File: src/rtl/mmio_arb_pkg.sv
// Shared types and default widths for the two-master FPro MMIO bus arbiter.
package mmio_arb_pkg;

  localparam int unsigned NumMasters   = 2;
  localparam int unsigned DefAddrWidth = 21;
  localparam int unsigned DefDataWidth = 32;

  typedef enum logic [1:0] {
    StIdle,
    StIssue,
    StResp
  } arb_state_t;

  typedef logic master_idx_t;

endpackage

File: src/rtl/rr_grant2.sv
// Combinational two-master winner selection: lock first, then single request,
// then round-robin or fixed m0 priority on a tie.
module rr_grant2
  import mmio_arb_pkg::*;
#(
  parameter int unsigned FIXED_PRIORITY = 0
) (
  input  logic [NumMasters-1:0] req_i,
  input  master_idx_t           last_grant_i,
  input  logic                  lock_hold_i,
  input  master_idx_t           lock_master_i,
  output master_idx_t           grant_o,
  output logic                  lock_kept_o
);

  always_comb begin
    grant_o     = 1'b0;
    lock_kept_o = lock_hold_i && req_i[lock_master_i];
    if (lock_kept_o) begin
      grant_o = lock_master_i;
    end else if (req_i == 2'b10) begin
      grant_o = 1'b1;
    end else if (req_i == 2'b11) begin
      grant_o = (FIXED_PRIORITY != 0) ? 1'b0 : ~last_grant_i;
    end
  end

endmodule

File: src/rtl/mmio_bus_arbiter.sv
// Shares one FPro MMIO bus between two masters; each transaction runs
// IDLE -> ISSUE -> RESP with a one-cycle strobe and a one-cycle ack.
module mmio_bus_arbiter
  import mmio_arb_pkg::*;
#(
  parameter int unsigned ADDR_WIDTH     = DefAddrWidth,
  parameter int unsigned BUS_DATA_WIDTH = DefDataWidth,
  parameter int unsigned FIXED_PRIORITY = 0
) (
  input  logic                      clk,
  input  logic                      reset_n,
  input  logic                      m0_req,
  input  logic                      m0_wr,
  input  logic                      m0_lock,
  input  logic [ADDR_WIDTH-1:0]     m0_addr,
  input  logic [BUS_DATA_WIDTH-1:0] m0_wr_data,
  output logic                      m0_ack,
  output logic [BUS_DATA_WIDTH-1:0] m0_rd_data,
  input  logic                      m1_req,
  input  logic                      m1_wr,
  input  logic                      m1_lock,
  input  logic [ADDR_WIDTH-1:0]     m1_addr,
  input  logic [BUS_DATA_WIDTH-1:0] m1_wr_data,
  output logic                      m1_ack,
  output logic [BUS_DATA_WIDTH-1:0] m1_rd_data,
  output logic                      fp_mmio_cs,
  output logic                      fp_rd,
  output logic                      fp_wr,
  output logic [ADDR_WIDTH-1:0]     fp_addr,
  output logic [BUS_DATA_WIDTH-1:0] fp_wr_data,
  input  logic [BUS_DATA_WIDTH-1:0] fp_rd_data
);

  arb_state_t                state_q, state_d;
  master_idx_t               grant_q, grant_d;
  master_idx_t               last_grant_q, last_grant_d;
  logic                      lock_hold_q, lock_hold_d;
  logic                      cs_q, cs_d;
  logic                      rd_q, rd_d;
  logic                      wr_q, wr_d;
  logic                      ack0_q, ack0_d;
  logic                      ack1_q, ack1_d;
  logic [ADDR_WIDTH-1:0]     addr_q, addr_d;
  logic [BUS_DATA_WIDTH-1:0] wdata_q, wdata_d;
  logic [BUS_DATA_WIDTH-1:0] rdata0_q, rdata0_d;
  logic [BUS_DATA_WIDTH-1:0] rdata1_q, rdata1_d;

  logic [NumMasters-1:0] req;
  master_idx_t           win;
  logic                  lock_kept;

  assign req = {m1_req, m0_req};

  // The locked master is always the one granted last.
  rr_grant2 #(
    .FIXED_PRIORITY(FIXED_PRIORITY)
  ) u_grant (
    .req_i        (req),
    .last_grant_i (last_grant_q),
    .lock_hold_i  (lock_hold_q),
    .lock_master_i(last_grant_q),
    .grant_o      (win),
    .lock_kept_o  (lock_kept)
  );

  always_comb begin
    state_d      = state_q;
    grant_d      = grant_q;
    last_grant_d = last_grant_q;
    lock_hold_d  = lock_hold_q;
    addr_d       = addr_q;
    wdata_d      = wdata_q;
    rdata0_d     = rdata0_q;
    rdata1_d     = rdata1_q;
    cs_d         = 1'b0;
    rd_d         = 1'b0;
    wr_d         = 1'b0;
    ack0_d       = 1'b0;
    ack1_d       = 1'b0;
    case (state_q)
      StIdle: begin
        if (|req) begin
          grant_d     = win;
          lock_hold_d = lock_kept;
          cs_d        = 1'b1;
          if (win) begin
            wr_d    = m1_wr;
            rd_d    = ~m1_wr;
            addr_d  = m1_addr;
            wdata_d = m1_wr_data;
          end else begin
            wr_d    = m0_wr;
            rd_d    = ~m0_wr;
            addr_d  = m0_addr;
            wdata_d = m0_wr_data;
          end
          state_d = StIssue;
        end
      end
      StIssue: begin
        if (rd_q) begin
          if (grant_q) begin
            rdata1_d = fp_rd_data;
          end else begin
            rdata0_d = fp_rd_data;
          end
        end
        ack0_d  = ~grant_q;
        ack1_d  = grant_q;
        state_d = StResp;
      end
      StResp: begin
        last_grant_d = grant_q;
        lock_hold_d  = grant_q ? m1_lock : m0_lock;
        state_d      = StIdle;
      end
      default: state_d = StIdle;
    endcase
  end

  always_ff @(posedge clk or negedge reset_n) begin
    if (!reset_n) begin
      state_q      <= StIdle;
      grant_q      <= 1'b0;
      last_grant_q <= 1'b1;
      lock_hold_q  <= 1'b0;
      cs_q         <= 1'b0;
      rd_q         <= 1'b0;
      wr_q         <= 1'b0;
      ack0_q       <= 1'b0;
      ack1_q       <= 1'b0;
      addr_q       <= '0;
      wdata_q      <= '0;
      rdata0_q     <= '0;
      rdata1_q     <= '0;
    end else begin
      state_q      <= state_d;
      grant_q      <= grant_d;
      last_grant_q <= last_grant_d;
      lock_hold_q  <= lock_hold_d;
      cs_q         <= cs_d;
      rd_q         <= rd_d;
      wr_q         <= wr_d;
      ack0_q       <= ack0_d;
      ack1_q       <= ack1_d;
      addr_q       <= addr_d;
      wdata_q      <= wdata_d;
      rdata0_q     <= rdata0_d;
      rdata1_q     <= rdata1_d;
    end
  end

  assign fp_mmio_cs = cs_q;
  assign fp_rd      = rd_q;
  assign fp_wr      = wr_q;
  assign fp_addr    = addr_q;
  assign fp_wr_data = wdata_q;
  assign m0_ack     = ack0_q;
  assign m1_ack     = ack1_q;
  assign m0_rd_data = rdata0_q;
  assign m1_rd_data = rdata1_q;

endmodule

File: config.mk
export PLATFORM = sky130hd
export DESIGN_NAME = mmio_bus_arbiter
export DESIGN_NICKNAME = d
export VERILOG_FILES = /design/src/rtl/mmio_arb_pkg.sv /design/src/rtl/rr_grant2.sv /design/src/rtl/mmio_bus_arbiter.sv
export SDC_FILE = /design/constraint.sdc
export NUM_CORES = 1
export LEC_CHECK = 0
export CAP_MARGIN = 5
export CORE_ASPECT_RATIO = 0.9
export CORE_MARGIN = 3
export CORE_UTILIZATION = 42
export DETAILED_ROUTE_END_ITERATION = 8
export PLACE_DENSITY_LB_ADDON = 0.2
export SLEW_MARGIN = 20
export SYNTH_ARGS = -nofsm -noshare
export SYNTH_HDL_FRONTEND = slang
export SYNTH_HIERARCHICAL = 1
export SYNTH_SLANG_ARGS = --single-unit
File: constraint.sdc
create_clock -name clk -period 2.05 [get_ports clk]
set_clock_uncertainty 0.05 [all_clocks]
set_input_delay 0.3075 -clock clk [delete_from_list [all_inputs] [get_ports clk]]
set_output_delay 0.3075 -clock clk [all_outputs]
set_load 0.02 [all_outputs]
==> impl_metrics.tcl <==
set metrics [dict create \
    rr_worst_depth 7 \
    crit_path_frequent_cell "mux2_4" \
    finalHoldViolCount 0 \
    critPathSlowestCell "dfstp_2" \
    power.density_mw_per_mm2 1630 \
    critPathRequiredTime_ns 2.29 \
    hold_slack_ns 0.4026 \
    num_rows 40 \
    synth_seq_cells 127 \
    global_route.overflow_total 0 \
    comb_power_share 0.509 \
    synth_async_sr_flop_share 1.000 \
    grt_pass1_vias 4359 \
    r2r_end "fp_addr[9]" \
    worst_pin_slew_ns 0.3539 \
    grt_max_degree 67 \
    area_growth_syn_to_layout_pct 65.06 \
    p_leak_nw 4.128 \
    startpoint_type "register" \
    drc 0 \
    grt_usage 0.1968 \
    setup_viol 0 \
    r2r_slack_ns 0.10 \
    antenna_left 0 \
    internal-power_w 0.01035 \
    path_buf_inv 3 \
    die_area_mm2 0.01525 \
    firstDrtPassIters 4 \
    clock.fmax_mhz 513.5 \
    fin_crit_sh 0.9500 \
    swShare 0.3364 \
    io_pins 268 \
    layout-drive-gt1-share 0.3657 \
    critPathCaptureType "register" \
    via_count 3969 \
    root_buffer "clkbuf_16" \
    worst-path-max-fanout 6 \
    rr_startpoint "last_grant_q" \
    drtIter0Drc 102 \
    seq_power_share 0.291 \
    core_area_mm2 0.01341 \
    cts.sinks 127 \
    totalWireLength_um 15790 \
    grt_setup_unrepaired "false" \
    peakVddDrop_mv 0.8891 \
    status "complete, no violations" \
    place.gp.congestion 0.7899 \
    clock_tree.buffer_depth 2 \
    insertedDiodeCount 0 \
    cts-buffers-inserted 17 \
    pwr-share-clk 0.200 \
    clk_latency_ns 0.41 \
    syn_area_mm2 0.005797 \
    routedWlPerCell_um 19.36 \
    cts_tree "built" \
    port_buffers 267 \
    grt_pass1_wl_um 23450 \
    critPathTopFamily "multiplexers" \
    synth_edf_count 0 \
    clk_pin_slew_ns 0.06 \
    finalMaxSlewViolations 0 \
    ys_types 24 \
    worst_ep_arrival_time_ns 2.19 \
    nets 781 \
    viasPerCell 4.864 \
    maxSlewHeadroom 0.7638 \
    cts.htree.levels 4 \
    dp_cells 774 \
    die_x_um 129.8 \
    instances_no_fill 816 \
    hold_class "input port to async pin" \
    syn_nets 486 \
    synth_area_per_cell_um2 17.05 \
    hpwl_um 10800 \
    cp_slowest_stage_delay_ns 0.56 \
    p_sw_w 0.005247 \
    die_h_um 117.5 \
    min_period_ns 1.948 \
    start_util 0.4322 \
    crit_type "register to register" \
    seq_area_frac_synth 0.5485 \
    syn_inst 340 \
    synth_warnings 6 \
    path_cells "inv_1, mux2i_4, a21boi_4, buf_12, clkbuf_16, mux2_4, mux2_4" \
    max_cap_viol_count 0 \
    synthFlopType "dfrtp_1" \
    grt_antenna_before_repair 0 \
]
[Yosys cell counts (2+ instances only)]
cell | count | share of area
dfrtp_1 | 126 | 0.54
mux2_2 | 90 | 0.17
mux2_4 | 78 | 0.20
buf_6 | 7 | 0.014
buf_2 | 6 | 0.0052
buf_12 | 5 | 0.017
mux2_1 | 5 | 0.0097
and2_1 | 3 | 0.0032
mux2i_1 | 3 | 0.0052
inv_1 | 2 | 0.0013
nor2_1 | 2 | 0.0013
[repair_timing]
action	4_1_cts	5_1_grt
endpoints found under the hold margin	126	0
hold buffers	1	0
buffers inserted	0	3
endpoints found under the setup margin	0	43
gates resized for setup	0	17
[sequential cells by signal (all words and copies together), names as in the netlist, 2 cells and up]
name        flops
m0_rd_data     32
fp_addr        21
m1_rd_data     32
fp_wr_data     32
state_q         2
[worst register-to-register path, stage by stage, from the launching register on]
cell	delay [ns]
dfstp_2	0.56
inv_1	0.07
mux2i_4	0.17
a21boi_4	0.09
buf_12	0.15
clkbuf_16	0.17
mux2_4	0.30
mux2_4	0.26
[cell type report]
class,instances,area [um^2]
inverters,3,23.77
repair buffers,295,3092
fillers,923,3845
multi-input cells,191,2447
clock inverters,15,188.9
clock buffers,17,425.4
well taps,168,210.2
flip-flops and latches,127,3181
[kinds of logic after synthesis]
group,share of synthesized area
buffers and inverters,0.04145
multiplexers,0.3918
flip-flops,0.5485
AO/OA/AOI/OAI,0.004534
AND/OR/NAND/NOR,0.01382
[worst max-delay path by stage]
stage,cells past startpoint,end,from
finish,7,fp_addr[9],last_grant_q
global route,7,fp_wr_data[25],last_grant_q
CTS,5,fp_addr[19],last_grant_q
detailed placement,5,fp_wr_data[14],m1_req
global placement,5,fp_addr[4],m1_req
floorplan,6,fp_wr_data[15],last_grant_q
[cells in the final DEF, fill, tap and decap left out, types with 2 or more instances in the layout]
| master | n |
|---|---|
| clkdlybuf4s50_1 | 266 |
| buf_12 | 11 |
| bufinv_16 | 3 |
| mux2i_1 | 2 |
| dfrtp_1 | 125 |
| clkinv_4 | 5 |
| inv_1 | 2 |
| clkinvlp_4 | 4 |
| buf_4 | 10 |
| mux2_1 | 5 |
| mux2_4 | 90 |
| clkbuf_16 | 20 |
| nor2_1 | 2 |
| and2_1 | 2 |
| buf_6 | 3 |
| mux2_2 | 78 |
[power by group through the flow]
| stage | clock (W) | combinational, W | sequential (W) |
|---|---|---|---|
| final | 0.00311 | 0.00794 | 0.00454 |
| after global routing | 0.00328 | 0.00831 | 0.00469 |
| after CTS | 0.00318 | 0.00777 | 0.00454 |
| after detailed placement | 0 | 0.00774 | 0.00453 |
| after global placement | 0 | 0.00762 | 0.00448 |
| after floorplan | 0 | 0.00286 | 0.00595 |
[layer usage]
metal,vias up,global-route usage,share of wire
met4,0,0.06234,0.020
met3,22,0.05672,0.060
met2,147,0.3489,0.53
li1,1802,-,-
met1,1998,0.2268,0.39
met5,-,0,0
[metrics by stage]
stage / total power, W / setup TNS [ns] / util / instance area [um^2] / setup WS, ns
2_1_floorplan: 0.008810 / 0 / - / 5797 / 0.1557
3_3_place_gp: 0.01210 / -4.037 / 0.6511 / 8733 / -0.09614
3_5_place_dp: 0.01226 / -7.085 / 0.6511 / 8733 / -0.1658
4_1_cts: 0.01549 / 0 / 0.6977 / 9358 / 0.01449
5_1_grt: 0.01628 / 0 / 0.7133 / 9568 / 0.05323
6_report: 0.01560 / 0 / 0.7133 / 9568 / 0.1025
Power figures use the tool's default switching activity.
